<file path="src/rtl/fetch_unit_if.sv">
// Instruction-ROM bus between the fetch stage and the instruction memory.
// The fetch stage (master) drives the address; the ROM (slave) returns the
// 16-bit word for that address combinationally in the same cycle.
//   imem_pc    : ROM address, driven by the fetch stage
//   imem_instr : ROM data for imem_pc, driven by the ROM
interface fetch_unit_if #(
    parameter int PC_W    = 8,
    parameter int INSTR_W = 16
);
    logic [PC_W-1:0]    imem_pc;
    logic [INSTR_W-1:0] imem_instr;

    modport master (output imem_pc, input imem_instr);
    modport slave  (input imem_pc, output imem_instr);
endinterface

</file>
<file path="src/rtl/fetch_unit.sv">
// Instruction-fetch stage. Owns the program counter, addresses the ROM and
// captures each fetched word with its PC into the IF/ID pipeline register.
// Handles stalls, branch/jump redirects (which flush IF/ID) and a HALT word
// that stops fetching until the next redirect.
// Ports:
//   clk, rst          : clock, asynchronous active-high reset
//   imem              : ROM bus (address out, combinational data in)
//   stall             : hold PC and IF/ID
//   redirect          : load redirect_pc and insert one bubble
//   redirect_pc       : redirect target
//   if_id_instr/pc    : registered instruction and its address
//   if_id_valid       : IF/ID holds a real instruction
//   halted            : fetch stopped on a HALT word
//   fetch_count       : instructions delivered since reset, saturating
module fetch_unit #(
    parameter int                   PC_W       = 8,
    parameter int                   INSTR_W    = 16,
    parameter logic [PC_W-1:0]      RESET_PC   = 8'h00,
    parameter logic [INSTR_W-1:0]   HALT_INSTR = 16'hFFFF
) (
    input  logic                clk,
    input  logic                rst,
    fetch_unit_if.master        imem,
    input  logic                stall,
    input  logic                redirect,
    input  logic [PC_W-1:0]     redirect_pc,
    output logic [INSTR_W-1:0]  if_id_instr,
    output logic [PC_W-1:0]     if_id_pc,
    output logic                if_id_valid,
    output logic                halted,
    output logic [15:0]         fetch_count
);
    typedef enum logic [0:0] {
        RUN    = 1'b0,
        HALTED = 1'b1
    } state_t;

    state_t             state_r,  state_s;
    logic [PC_W-1:0]    pc_r,     pc_s;
    logic [INSTR_W-1:0] instr_r,  instr_s;
    logic [PC_W-1:0]    ifpc_r,   ifpc_s;
    logic               valid_r,  valid_s;
    logic               halted_r;
    logic [15:0]        count_r,  count_s;

    assign imem.imem_pc = pc_r;
    assign if_id_instr  = instr_r;
    assign if_id_pc     = ifpc_r;
    assign if_id_valid  = valid_r;
    assign halted       = halted_r;
    assign fetch_count  = count_r;

    // Next-state logic: redirect beats stall, stall beats the normal fetch.
    always_comb begin
        state_s = state_r;
        pc_s    = pc_r;
        instr_s = instr_r;
        ifpc_s  = ifpc_r;
        valid_s = valid_r;
        count_s = count_r;
        if (redirect) begin
            // IF/ID payload is left as-is; only the valid bit is flushed.
            pc_s    = redirect_pc;
            valid_s = 1'b0;
            state_s = RUN;
        end else if (stall) begin
            state_s = state_r;
        end else begin
            case (state_r)
                RUN: begin
                    instr_s = imem.imem_instr;
                    ifpc_s  = pc_r;
                    valid_s = 1'b1;
                    if (count_r != 16'hFFFF) begin
                        count_s = count_r + 16'd1;
                    end else begin
                        count_s = count_r;
                    end
                    // The HALT word is delivered but the PC parks on it.
                    if (imem.imem_instr == HALT_INSTR) begin
                        state_s = HALTED;
                    end else begin
                        pc_s = pc_r + PC_W'(1);
                    end
                end
                HALTED: begin
                    valid_s = 1'b0;
                end
                default: begin
                    state_s = RUN;
                    valid_s = 1'b0;
                end
            endcase
        end
    end

    // Pipeline and control registers.
    always_ff @(posedge clk or posedge rst) begin
        if (rst) begin
            state_r  <= RUN;
            pc_r     <= RESET_PC;
            instr_r  <= {INSTR_W{1'b0}};
            ifpc_r   <= {PC_W{1'b0}};
            valid_r  <= 1'b0;
            halted_r <= 1'b0;
            count_r  <= 16'd0;
        end else begin
            state_r  <= state_s;
            pc_r     <= pc_s;
            instr_r  <= instr_s;
            ifpc_r   <= ifpc_s;
            valid_r  <= valid_s;
            halted_r <= (state_s == HALTED);
            count_r  <= count_s;
        end
    end
endmodule

</file>
<file path="src/flat_wrapper.sv">
// flat-port wrapper written by rule: the top's interface ports become plain ports
module fetch_unit_flat 
#(
    parameter int                   PC_W       = 8,
    parameter int                   INSTR_W    = 16,
    parameter logic [PC_W-1:0]      RESET_PC   = 8'h00,
    parameter logic [INSTR_W-1:0]   HALT_INSTR = 16'hFFFF
)
  (clk, rst, stall, redirect, redirect_pc, if_id_instr, if_id_pc, if_id_valid, halted, fetch_count, imem_imem_pc, imem_imem_instr);
  fetch_unit_if #(.PC_W(PC_W), .INSTR_W(INSTR_W)) imem_i ();
  input  logic clk;
  input  logic rst;
  input  logic stall;
  input  logic redirect;
  input  logic [PC_W-1:0] redirect_pc;
  output logic [INSTR_W-1:0] if_id_instr;
  output logic [PC_W-1:0] if_id_pc;
  output logic if_id_valid;
  output logic halted;
  output logic [15:0] fetch_count;
  output wire logic [$bits(imem_i.imem_pc)-1:0] imem_imem_pc;
  input wire logic [$bits(imem_i.imem_instr)-1:0] imem_imem_instr;
  assign imem_imem_pc = imem_i.imem_pc;
  assign imem_i.imem_instr = imem_imem_instr;
  fetch_unit #(.PC_W(PC_W), .INSTR_W(INSTR_W), .RESET_PC(RESET_PC), .HALT_INSTR(HALT_INSTR)) u_core (.clk(clk), .rst(rst), .imem(imem_i), .stall(stall), .redirect(redirect), .redirect_pc(redirect_pc), .if_id_instr(if_id_instr), .if_id_pc(if_id_pc), .if_id_valid(if_id_valid), .halted(halted), .fetch_count(fetch_count));
endmodule
</file>
<file path="config.mk">
export PLATFORM = sky130hd
export DESIGN_NAME = fetch_unit_flat
export DESIGN_NICKNAME = d
export VERILOG_FILES = /design/src/rtl/fetch_unit_if.sv /design/src/rtl/fetch_unit.sv /design/src/flat_wrapper.sv
export SDC_FILE = /design/constraint.sdc
export NUM_CORES = 1
export LEC_CHECK = 0
export ABC_AREA = 1
export CAP_MARGIN = 20
export CELL_PAD_IN_SITES_DETAIL_PLACEMENT = 0
export CELL_PAD_IN_SITES_GLOBAL_PLACEMENT = 1
export CORE_UTILIZATION = 36
export DETAILED_ROUTE_END_ITERATION = 6
export PLACE_DENSITY = 0.95
export SYNTH_ARGS = -nofsm -noshare
export SYNTH_HDL_FRONTEND = slang
export SYNTH_SLANG_ARGS = --single-unit
</file>
<file path="constraint.sdc">
create_clock -name clk -period 4.5 [get_ports clk]
set_clock_uncertainty 0.15 [all_clocks]
set_input_delay 0.9 -clock clk [delete_from_list [all_inputs] [get_ports clk]]
set_output_delay 0.9 -clock clk [all_outputs]
set_load 0.02 [all_outputs]
</file>
==> run summary <==
Status -> completed
CP Class -> primary input to register
Max H-tree Level -> 2
Gr usage total -> 0.1725
Critical path capture point type -> register
CTS tree -> built
Post-Synthesis Cell Area -> 0.002623 mm2
Worst EP required -> 4.59 ns
Largest family of logic cells by synthesized area -> simple AND/OR/NAND/NOR gates
Post_cts resized -> 0
Total CTS buffers -> 5
Arrival @ worst endpoint -> 2.87 ns
Vias per cell -> 4.595
GP Congestion -> 0.8278
Rows -> 30
Cell count after synthesis -> 356
Flops & latches, synth -> 50
Cts hold-fix bufs -> 0
Worst min path class -> register to register
IO Count -> 78
Clk root buf -> clkbuf_8
Endpoints failing setup -> 0
CP Launch Type -> primary input
Crit path time final -> 2.775 ns
Clock Pin Slew Worst Setup and Hold Paths -> 0.09 ns
Initial antenna violation count -> 0
# nets final -> 461
Input/output buffers -> 77
CTS Sinks -> 50
Die width -> 87.35 um
Yosys cell types -> 23
Worst-path maximum fanout -> 32
Post-Synth XOR/XNOR Area -> 0.02672
N_diodes -> 0
NetSw -> 0.0004286 W
# Post-CTS Setup Buffers -> 0
Syn avg cell area -> 7.367 um2
Synth Warn # -> 0
Area share of and/or/nand/nor cells after synthesis -> 0.4012
Initial DRT Pass Iterations -> 4
Core area -> 0.006907 mm2
Final core utilization -> 0.5172
Worst-skew pair later-pin latency -> 0.30 ns
Clk pwr share -> 0.219
Fin crit share -> 0.6168
CTS Buffer Depth -> 2
Vias -> 2426
Reg power frac -> 0.469
Vias in the first global route -> 2165
Vert. Die Dim -> 87.35 um
Final wirelength -> 6368 um
Post-Synth Adder-Cell Area -> 0.009542
Worst slew pin tran -> 0.5167 ns
RSZ-0062 raised after global routing -> false
Top cells by area, synth -> dfrtp_1 (48%), nand2_1 (27%), nand3_1 (4.6%)
Comb power frac -> 0.311
Gr ovfl total -> 0
Max Cap Viol -> 0
VDD IR-drop max -> 0.0001413 V
P&R area growth vs syn -> 36.21%
Net Sw Frac -> 0.3428
Leakage -> 1.700 nW
Syn_nets -> 386
Die area -> 0.007630 mm2
Layout cells sized above 1 -> 0.05787
Synth top area share -> 0.4771
Pwr dens -> 350.0 mW/mm2
First-pass GRT wire length -> 10250 um
Post-synth top area cell -> dfrtp_1
Initial Utilization -> 0.3797
Mux share of post-synthesis cell area -> 0
Antenna-violating nets left -> 0
Power Internal -> 0.0008216 W
Worst-path cell with the longest stage delay -> clkdlybuf4s50_1
Fmax -> 360.3 MHz
Sequential area share after synthesis -> 0.4771
Hold Violations, Final -> 0
CP peak stage delay -> 0.67 ns
Remaining DRCs -> 0
Slew margin rel. -> 0.6545
Avg WL per Cell -> 12.06 um
Most used cell, CP -> nand2_1
Largest net degree at the start of global routing -> 51
Compound-cell area share of the yosys netlist -> 0.03244
Post-DP HPWL -> 4666 um
TNS Setup -> 0 ns
CP cell instances -> clkdlybuf4s50_1 -> nor2_8 -> inv_2 -> nor2_4 -> nand2_1 -> nand2_1
Slew Viols, Final -> 0
Initial DRC Count -> 90
Yosys cell counts, drive strengths merged:
| cell type | count |
|---|---|
| buf | 5 |
| clkbuf | 5 |
| dfrtp | 50 |
| ha | 2 |
| inv | 22 |
| nand2 | 188 |
| nand3 | 26 |
| nand4 | 7 |
| nor2 | 28 |
| o21ai | 14 |
| or2 | 1 |
| xnor2 | 5 |
| xor2 | 3 |
critical path: cells and delay by family:
kind                   cells  cell delay (ns)
AND/OR/NAND/NOR            4             0.98
buffers and inverters      2             0.97
area by class of cell:
| cell class | count | area, um2 |
|---|---|---|
| Multi-Input combinational cell | 274 | 1232 |
| Fill cell | 688 | 3334 |
| Clock buffer | 6 | 82.58 |
| Tap cell | 96 | 120.1 |
| Sequential cell | 50 | 1251 |
| Timing Repair Buffer | 78 | 790.8 |
| Clock inverter | 2 | 12.51 |
| Inverter | 22 | 82.58 |
cells by family after synthesis:
group / Yosys count
AO/OA/AOI/OAI: 14
XOR/XNOR: 8
adder cells (fa/ha/maj): 2
buffers and inverters: 32
flip-flops: 50
AND/OR/NAND/NOR: 250
metal layers:
layer | GRT usage | up-vias | part of all wire
li1 | - | 1249 | -
met1 | 0.2307 | 1109 | 0.48
met2 | 0.2805 | 62 | 0.47
met3 | 0.04076 | 6 | 0.044
met4 | 0.04471 | 0 | 0.0096
met5 | 0 | - | 0
path summary, 6_finish.rpt:
kind	start	to	slack, ns	depth (start not counted)
max	redirect	u_core.fetch_count[6]	1.72	6
min	u_core.if_id_instr[1]	u_core.if_id_instr[1]	0.33	2
max reg2reg	u_core.state_r	u_core.fetch_count[6]	2.46	6
min reg2reg	u_core.if_id_instr[1]	u_core.if_id_instr[1]	0.33	2
max in group asynchronous	rst	u_core.fetch_count[4]	3.03	3
min in group asynchronous	rst	u_core.fetch_count[15]	0.68	2
through the flow:
stage / total power (W) / cell area [um2] / setup WS (ns) / hold slack, ns / std cells
2_1_floorplan: 0.0007878 / 2623 / 2.249 / 0.4320 / 356
3_3_place_gp: 0.0009770 / 3457 / 1.461 / 0.3110 / 519
3_5_place_dp: 0.0009860 / 3457 / 1.376 / 0.3160 / 519
4_1_cts: 0.001259 / 3552 / 1.689 / 0.3395 / 527
5_1_grt: 0.001316 / 3572 / 1.538 / 0.3654 / 528
6_report: 0.001250 / 3572 / 1.725 / 0.3345 / 528
power by group through the flow:
stage,Combinational (W),Clock [W],Sequential [W]
floorplan,0.000131,0,0.000657
global placement,0.000385,0,0.000592
detailed placement,0.000391,0,0.000595
CTS,0.000392,0.000280,0.000587
global route,0.000422,0.000298,0.000596
finish,0.000389,0.000274,0.000587
registers in the layout (all words and copies together), names as in the netlist:
signal	count
u_core.if_id_pc	8
u_core.fetch_count	16
u_core.if_id_valid	1
u_core.if_id_instr	16
u_core.imem.imem_pc	8
u_core.state_r	1
layout by cell type (no fill, tap or decap), drive strengths merged, types with 2 or more instances in the layout:
cell           netlist  routed
clkbuf               5       6
clkdlybuf4s50        0      77
dfrtp               50      50
ha                   2       2
inv                 22      22
nand2              188     188
nand3               26      26
nand4                7       7
nor2                28      28
o21ai               14      14
xnor2                5       5
xor2                 3       3
(Power assumes the default switching activity.)
